===== src/rtl/cpu_pkg.sv =====
// Shared definitions for the program loader: word geometry, default widths
// and the loader state encoding.
package cpu_pkg;

    localparam int ADDR_W_DEF = 8;
    localparam int DATA_W_DEF = 32;
    localparam int WORD_BYTES = 4;

    typedef enum logic [2:0] {
        IDLE,
        HDR,
        BYTES,
        WRITE,
        CSUM,
        DONE
    } loader_state_t;

endpackage


===== src/rtl/program_loader_if.sv =====
// Bundle of the loader's byte-stream input, instruction-memory write port and
// CPU control outputs. The loader uses the slave view, the surrounding system
// (or a bench) uses the master view.
interface program_loader_if import cpu_pkg::*; #(
    parameter int ADDR_W = ADDR_W_DEF,
    parameter int DATA_W = DATA_W_DEF
);

    logic              start;
    logic              in_valid;
    logic [7:0]        in_data;
    logic              in_ready;
    logic              wr_en;
    logic [ADDR_W-1:0] wr_addr;
    logic [DATA_W-1:0] wr_data;
    logic              cpu_hold;
    logic              done;
    logic              err;

    modport slave (
        input  start, in_valid, in_data,
        output in_ready, wr_en, wr_addr, wr_data, cpu_hold, done, err
    );

    modport master (
        output start, in_valid, in_data,
        input  in_ready, wr_en, wr_addr, wr_data, cpu_hold, done, err
    );

endinterface


===== src/rtl/program_loader_word_assembler.sv =====
// Collects bytes MSB-first into an instruction word. word_complete flags the
// cycle in which the last byte of a word is being shifted in, so the next
// cycle sees the finished word on the output.
module word_assembler import cpu_pkg::*; #(
    parameter int DATA_W = DATA_W_DEF
) (
    input  logic              clk,
    input  logic              reset,
    input  logic              clear,
    input  logic              shift_en,
    input  logic [7:0]        byte_in,
    output logic [DATA_W-1:0] word,
    output logic              word_complete
);

    logic [1:0] byte_cnt;

    assign word_complete = shift_en && (byte_cnt == 2'(WORD_BYTES - 1));

    // Shift register and byte position; clear drops any partial word at load start.
    always_ff @(posedge clk or posedge reset) begin
        if (reset) begin
            word     <= '0;
            byte_cnt <= '0;
        end else if (clear) begin
            word     <= '0;
            byte_cnt <= '0;
        end else if (shift_en) begin
            word     <= {word[DATA_W-9:0], byte_in};
            byte_cnt <= byte_cnt + 2'd1;
        end
    end

endmodule


===== src/rtl/program_loader.sv =====
// Loads a program from a byte stream into instruction memory while holding the
// CPU in reset. Stream format: word count byte (0 = 256), then 4 bytes per word
// MSB-first, then one XOR checksum byte over everything before it.
module program_loader import cpu_pkg::*; #(
    parameter int ADDR_W = ADDR_W_DEF,
    parameter int DATA_W = DATA_W_DEF
) (
    input  logic             clk,
    input  logic             reset,
    program_loader_if.slave  bus
);

    loader_state_t     state;
    loader_state_t     state_next;
    logic              in_ready_c;
    logic              wr_en_c;
    logic              done_c;
    logic              accept;
    logic              word_complete;
    logic              last_word;
    logic [7:0]        n_words;
    logic [7:0]        csum;
    logic              err_q;
    logic [ADDR_W-1:0] word_idx;
    logic [DATA_W-1:0] word;

    assign accept    = bus.in_valid && in_ready_c;
    assign last_word = (word_idx == ADDR_W'(n_words - 8'd1));

    word_assembler #(
        .DATA_W (DATA_W)
    ) u_asm (
        .clk           (clk),
        .reset         (reset),
        .clear         (accept && (state == HDR)),
        .shift_en      (accept && (state == BYTES)),
        .byte_in       (bus.in_data),
        .word          (word),
        .word_complete (word_complete)
    );

    // State register.
    always_ff @(posedge clk or posedge reset) begin
        if (reset) begin
            state <= IDLE;
        end else begin
            state <= state_next;
        end
    end

    // Next-state and per-state strobes; every output is a pure function of state.
    always_comb begin
        state_next = state;
        in_ready_c = 1'b0;
        wr_en_c    = 1'b0;
        done_c     = 1'b0;
        case (state)
            IDLE: begin
                if (bus.start) begin
                    state_next = HDR;
                end
            end
            HDR: begin
                in_ready_c = 1'b1;
                if (bus.in_valid) begin
                    state_next = BYTES;
                end
            end
            BYTES: begin
                in_ready_c = 1'b1;
                if (word_complete) begin
                    state_next = WRITE;
                end
            end
            WRITE: begin
                wr_en_c    = 1'b1;
                state_next = last_word ? CSUM : BYTES;
            end
            CSUM: begin
                in_ready_c = 1'b1;
                if (bus.in_valid) begin
                    state_next = DONE;
                end
            end
            DONE: begin
                done_c     = 1'b1;
                state_next = IDLE;
            end
            default: begin
                state_next = IDLE;
            end
        endcase
    end

    // Word count, word index, running checksum and sticky error flag.
    always_ff @(posedge clk or posedge reset) begin
        if (reset) begin
            n_words  <= '0;
            word_idx <= '0;
            csum     <= '0;
            err_q    <= 1'b0;
        end else begin
            case (state)
                IDLE: begin
                    if (bus.start) begin
                        err_q <= 1'b0;
                    end
                end
                HDR: begin
                    if (accept) begin
                        n_words  <= bus.in_data;
                        word_idx <= '0;
                        csum     <= bus.in_data;
                    end
                end
                BYTES: begin
                    if (accept) begin
                        csum <= csum ^ bus.in_data;
                    end
                end
                WRITE: begin
                    if (!last_word) begin
                        word_idx <= word_idx + 1'b1;
                    end
                end
                CSUM: begin
                    if (accept && (bus.in_data != csum)) begin
                        err_q <= 1'b1;
                    end
                end
                default: begin
                end
            endcase
        end
    end

    assign bus.in_ready = in_ready_c;
    assign bus.wr_en    = wr_en_c;
    assign bus.wr_addr  = word_idx;
    assign bus.wr_data  = word;
    assign bus.cpu_hold = (state != IDLE);
    assign bus.done     = done_c;
    assign bus.err      = err_q;

endmodule


===== src/flat_wrapper.sv =====
// flat-port wrapper written by rule: the top's interface ports become plain ports
module program_loader_flat import cpu_pkg::*;
#(
    parameter int ADDR_W = ADDR_W_DEF,
    parameter int DATA_W = DATA_W_DEF
)
  (clk, reset, bus_start, bus_in_valid, bus_in_data, bus_in_ready, bus_wr_en, bus_wr_addr, bus_wr_data, bus_cpu_hold, bus_done, bus_err);
  program_loader_if #(.ADDR_W(ADDR_W), .DATA_W(DATA_W)) bus_i ();
  input  logic clk;
  input  logic reset;
  input wire logic [$bits(bus_i.start)-1:0] bus_start;
  input wire logic [$bits(bus_i.in_valid)-1:0] bus_in_valid;
  input wire logic [$bits(bus_i.in_data)-1:0] bus_in_data;
  output wire logic [$bits(bus_i.in_ready)-1:0] bus_in_ready;
  output wire logic [$bits(bus_i.wr_en)-1:0] bus_wr_en;
  output wire logic [$bits(bus_i.wr_addr)-1:0] bus_wr_addr;
  output wire logic [$bits(bus_i.wr_data)-1:0] bus_wr_data;
  output wire logic [$bits(bus_i.cpu_hold)-1:0] bus_cpu_hold;
  output wire logic [$bits(bus_i.done)-1:0] bus_done;
  output wire logic [$bits(bus_i.err)-1:0] bus_err;
  assign bus_i.start = bus_start;
  assign bus_i.in_valid = bus_in_valid;
  assign bus_i.in_data = bus_in_data;
  assign bus_in_ready = bus_i.in_ready;
  assign bus_wr_en = bus_i.wr_en;
  assign bus_wr_addr = bus_i.wr_addr;
  assign bus_wr_data = bus_i.wr_data;
  assign bus_cpu_hold = bus_i.cpu_hold;
  assign bus_done = bus_i.done;
  assign bus_err = bus_i.err;
  program_loader #(.ADDR_W(ADDR_W), .DATA_W(DATA_W)) u_core (.clk(clk), .reset(reset), .bus(bus_i));
endmodule

===== config.mk =====
export PLATFORM = sky130hd
export DESIGN_NAME = program_loader_flat
export DESIGN_NICKNAME = d
export VERILOG_FILES = /design/src/rtl/cpu_pkg.sv /design/src/rtl/program_loader_if.sv /design/src/rtl/program_loader_word_assembler.sv /design/src/rtl/program_loader.sv /design/src/flat_wrapper.sv
export SDC_FILE = /design/constraint.sdc
export NUM_CORES = 1
export LEC_CHECK = 0
export CORE_ASPECT_RATIO = 0.7
export CORE_MARGIN = 2
export CORE_UTILIZATION = 47
export DETAILED_ROUTE_END_ITERATION = 16
export GPL_TIMING_DRIVEN = 1
export PLACE_DENSITY = 0.73
export SKIP_CTS_REPAIR_TIMING = 1
export SLEW_MARGIN = 25
export SYNTH_ARGS = -nofsm -noshare
export SYNTH_HDL_FRONTEND = slang
export SYNTH_SLANG_ARGS = --single-unit

===== constraint.sdc =====
create_clock -name clk -period 5.5 [get_ports clk]
set_input_delay 1.1 -clock clk [delete_from_list [all_inputs] [get_ports clk]]
set_output_delay 1.1 -clock clk [all_outputs]
set_load 0.02 [all_outputs]

* Word-level counts from Yosys, hierarchy flattened
Index checks and enable logic that the tools add are counted.
Operators by class: add/subtract/negate cells 3, $mul 0, div/mod/pow operators 0, order comparisons 0, eq/ne operators 16, shift-type cells 0, muxes and demuxes 22, bitwise logic cells 1, reductions and logical operators 17
Operators by type and width (count):
- 32-bit 2-to-1 mux | 2
- 8-bit 2-to-1 mux | 4
- 8-bit case mux with 2 select lines | 2
- 3-bit 2-to-1 mux | 5
- 3-bit case mux with 5 select lines | 1
- 2-bit inequality test, second input constant | 5
- 3-bit AND reduction | 3
- 8-bit by 1-bit adder with 8-bit output, second input constant | 1
- 8-bit equality test | 1
- 8-bit inequality test | 1
- 2-bit nonzero test | 4
- 8-bit by 1-bit subtractor with 8-bit output, second input constant | 1
- 8-bit bitwise XOR | 1
- 3-bit by 2-bit equality test with 1-bit output, second input constant | 2
- 3-bit equality test, second input constant | 2
- 2-bit by 1-bit inequality test with 1-bit output, second input constant | 3
- 1-bit logical AND | 5
- 1-bit 2-to-1 mux | 5
- 2-bit 2-to-1 mux | 2
- 4-bit AND reduction | 1
- 3-bit by 1-bit equality test with 1-bit output, second input constant | 1
- 3-bit logical NOT | 1
- 3-bit nonzero test | 1
- 3-bit OR reduction | 1
- 4 further kinds | 4
Storage, ports and cells: register bits after elaboration 62, latch bits 0, RAM bits 0, ROM bits 0, output and inout bits 45, word-level logic and storage cells 66, memories kept 0

* Logic depth before layout (Yosys ltp)
depth in word-level cells 8, mapped depth 9, depth with buffers taken out 8

* Hierarchy
From an unflattened synthesis, not the netlist that was laid out.
Unflattened totals: cells, all modules 358, area, all modules 3414.5 sq um
Modules (own cells, without submodules):
- program_loader | times used 1, cells an instance 245, area an instance 1983.2 sq um, sequential area each 700.7 sq um
- word_assembler | times used 1, cells an instance 113, area an instance 1431.4 sq um, sequential area each 850.8 sq um

* Worst setup path after synthesis
OpenSTA, ideal clock, no wires.
kind reg-to-output, start point register u_core.state[1], end point output bus_in_ready, arrival time 1.420 ns, data required time 4.400 ns, slack 2.980 ns, stages on the path, launching flop included 5, cells stage by stage dfrtp_1 clkbuf_1 clkbuf_1 xnor2_1 o21ai_0
On the way: word-level cells in the longest chain between the ends 3, elaborated cells on any way between the ends 5, classes of those cells eq/ne: 3; mux: 1; reduce/logical: 1
Ends and longest elaborated chain:
- start, declared | RTL line program_loader.sv:13 | loader_state_t state;
- start signal, assigned | RTL line program_loader.sv:47 | state <= state_next;
- 3-bit equality test (tied with other cells) | RTL line program_loader.sv:57 | case (state)
- 3-bit OR reduction (no source line) (*)
- 1-bit 2-to-1 mux (*) | RTL line program_loader.sv:57
- end, declared | RTL line flat_wrapper.sv:14 | output wire logic [$bits(bus_i.in_ready)-1:0] bus_in_ready;
Mark *: on every way between the ends. The rest lies on a longest branch, timed or not.

* Worst setup path after layout
start point register u_core.state[1], end point output bus_wr_en
On the way: word-level cells in the longest chain between the ends 2
Ends and longest elaborated chain:
- 3-bit by 2-bit equality test with 1-bit output | RTL line program_loader.sv:57
- 1-bit 2-to-1 mux | RTL line program_loader.sv:57
- end, declared | RTL line flat_wrapper.sv:15 | output wire logic [$bits(bus_i.wr_en)-1:0] bus_wr_en;
Every way passes these cells.

==> reports/results.tsv <==
metric	value	unit
CTS buffer count	9	
CP max FO	21	
synthesized area	3132	sq um
DR iter-0 viols	177	
most used standard cell by instance count after synthesis	nand2_1	
Skew-Pair Late Insertion Delay	340	ps
area occupied by multi-input gates	1459	sq um
I/O pin cnt	57	
kind of critical path	reg -> out	
Final Net Count	424	
kind of end point of the critical path	primary output	
detail-routed net length per standard cell	14.95	um
Area Growth Syn to Fin	26.21	%
Post-Synthesis Net Count	375	
wire length of the first global-routing pass	12.54	mm
maximum number of pins on one net before global-route repair	66	
Worst Tran Pin Value	622.3	ps
number of detailed-route iterations in the first pass	4	
peak supply drop	0.2971	mV
proportion of netlist area held by the largest area contributor	49.54	%
startpoint of the worst setup timing path	u_core.state[1]	
Power Total	2.002	mW
run status	finished, final reports clean	
std cell rows	24	
maximum single-stage delay on the critical path	720	ps
Worst Clk Skew	6.555	ps
number of cells traversed by the worst register-to-register path	8	
vertical extent of the die	72.30	um
DR DRC count	0	
final number of setup-violating endpoints	0	
post-synthesis instance total	360	
maximum operating frequency	261.5	MHz
Total Die Area	7343	sq um
Die Width	101.6	um
worst hold path type	reg -> reg	
MaxCap Viol Count	0	
number of placed instances, taps included	489	
number of enable flip-flop cells after synthesis	0	
sinks on the clock net	62	
WL final	7.549	mm
data arrival time of the worst path	2720	ps
tightest slew margin relative to the limit	58.36	%
initial antenna violation count	0	
Critical Path Start Type	flip-flop	
fraction of final layout cells with drive strength greater than 1	6.039	%
RD Place Congestion	0.9153	
clock tree from TritonCTS	done	
post-synth cell types	35	
Async S/R FF share, synth	100.0	%
power density of the placed cells	506.5	nW/um^2
overall via count from detail_route	2688	
library cell with the largest summed area after synthesis	dfrtp_1	
HPWL reported at the end of detailed placement	5.107	mm
cell area after placement	3749	sq um
synthesis-stage register bit count	62	
required time worst endpoint	4400	ps
count of synthesis-stage warnings from yosys	0	
cell types with the highest counts after synthesis	nand2_1, dfrtp_1, o21ai_0	
depth of the critical timing path with buffers and inverters included	4	
max-slew violation count	0	
Critical Path, Cell by Cell	inv_1 -> or3_1 -> inv_1 -> clkdlybuf4s50_1	
placeable core area	6336	sq um
worst hold slack	496.8	ps
routed via count divided by cell count	5.323	
Area contributors post-synth	dfrtp_1, nand2_1, o21ai_0	
critical path's most frequent cell	inv_1	
time the final worst path needs with I/O delays and setup	3824	ps
reg-to-reg endpoint	u_core.bus.wr_addr[6]	
vias in the first global route	2512	
remaining number of nets flagged by the antenna check after routing	0	
combined buffer and inverter count along the critical path	3	
Final Hold Violating Endpoints	0	
storage element area	1551	sq um
kind of cell with the highest combined delay on the critical path	buffers and inverters	
static leakage	1.744	nW
final instance count without filler cells	505	
effective utilization at floorplan	49.43	%
GRT overflow	0	
setup tns final	0	ps
clock slew seen by the registers of the worst setup and hold paths	80	ps
CTS root buf	clkbuf_8	
CP max-delay cell	dfrtp_1	
average size of a mapped cell	8.699	sq um
largest buffer count on any clock path	2	
post-layout instance area	3953	sq um
count of antenna diodes in the layout	0	
fill cell count	539	
share of the cycle needed by the critical path after routing	69.52	%
setup slack of the most critical reg-to-reg path	3130	ps
RR Startpoint	u_core.n_words[0]	
Clock H-tree levels	3	
unrepaired setup endpoints after global routing	no	
Port Buffers	56	
total routing resource utilization after global routing	22.23	%
register area share after synthesis	49.54	%
top flip-flop cell by instance count after synthesis	dfrtp_1	
capturing instance or port of the critical path	bus_wr_en	
final cells by class:
| class | instances | area share, % |
|---|---|---|
| flip-flops and latches | 62 | 39.25 |
| multi-input cells | 267 | 36.91 |
| repair buffers | 60 | 14.94 |
| clock inverters | 7 | 2.026 |
| well taps | 91 | 2.881 |
| inverters | 9 | 0.8547 |
| clock buffers | 9 | 3.134 |
worst register-to-register path, stage by stage (launching register included):
cell and delay [ps]:
dfrtp_1 440, inv_1 80, ha_1 260, nand2b_1 180
o211a_1 130, o31ai_1 220, nand4_1 460, nand4_1 310
mux2i_1 210
metal layers:
layer	share of wire, %	global-route usage (%)	vias to the layer above
li1	-	-	1329
met1	48	34.20	1276
met2	45	29.90	77
met3	6.4	6.262	6
met4	0.82	7.658	0
met5	0	0	-
registers in the layout, summed over array words and instances (netlist names):
register	flops
u_core.u_asm.word	32
u_core.n_words	8
u_core.bus.wr_addr	8
u_core.csum	8
u_core.bus.err	1
u_core.state	3
u_core.u_asm.byte_cnt	2
through the flow:
stage          util (%)  setup slack, ps
2_1_floorplan         -             2859
3_3_place_gp      59.16             2149
3_5_place_dp      59.16             2077
4_1_cts           62.38             1694
5_1_grt           62.38             1458
6_report          62.38             1677
where the power goes:
part / total (mW) / switching (mW) / internal (mW)
registers: 0.797 / 0.185 / 0.612
clock network: 0.414 / 0.199 / 0.215
logic: 0.790 / 0.409 / 0.381
total: 2.00 / 0.793 / 1.21
placed cells by master (no fill, tap or decap), types with 2 or more instances in the layout:
cell type,synthesis,final
nand2_1,96,96
dfrtp_1,62,62
clkdlybuf4s50_1,0,56
o21ai_0,40,40
a21oi_1,18,18
xnor2_1,17,17
nand3_1,16,16
o211ai_1,12,12
nor2_1,11,11
clkbuf_8,0,9
inv_1,9,8
or3_1,8,8
nand4_1,8,8
mux2i_1,8,8
nand2b_1,4,4
buf_4,0,4
nor3_1,4,3
xor2_1,3,3
ha_1,3,3
nor3_2,1,2
a211oi_1,2,2
o31ai_1,2,2
nand3b_1,2,2
and3_1,2,2
inv_6,0,2
worst min path at each step:
stage / startpoint / endpoint / slack, ps / depth (start not counted)
2_1_floorplan: u_core.n_words[7] / u_core.n_words[7] / 470 / 2
3_3_place_gp: u_core.bus.err / u_core.bus.err / 480 / 2
3_5_place_dp: u_core.bus.err / u_core.bus.err / 480 / 2
4_1_cts: u_core.bus.err / u_core.bus.err / 500 / 2
5_1_grt: u_core.n_words[7] / u_core.n_words[7] / 530 / 2
6_report: u_core.bus.err / u_core.bus.err / 500 / 2
cell families after synthesis:
family                     count (synthesis)  share of synthesized area, %
muxes                                      8                         2.557
and+or+nand+nor                          157                         22.61
xor gates and xnor gates                  20                         5.593
adders and majority gates                  3                         1.199
AOI/OAI and AO/OA                         79                         14.46
DFF                                       62                         49.54
buffers and inverters                     31                         4.035
No activity file was read; power rests on OpenSTA's default activity.
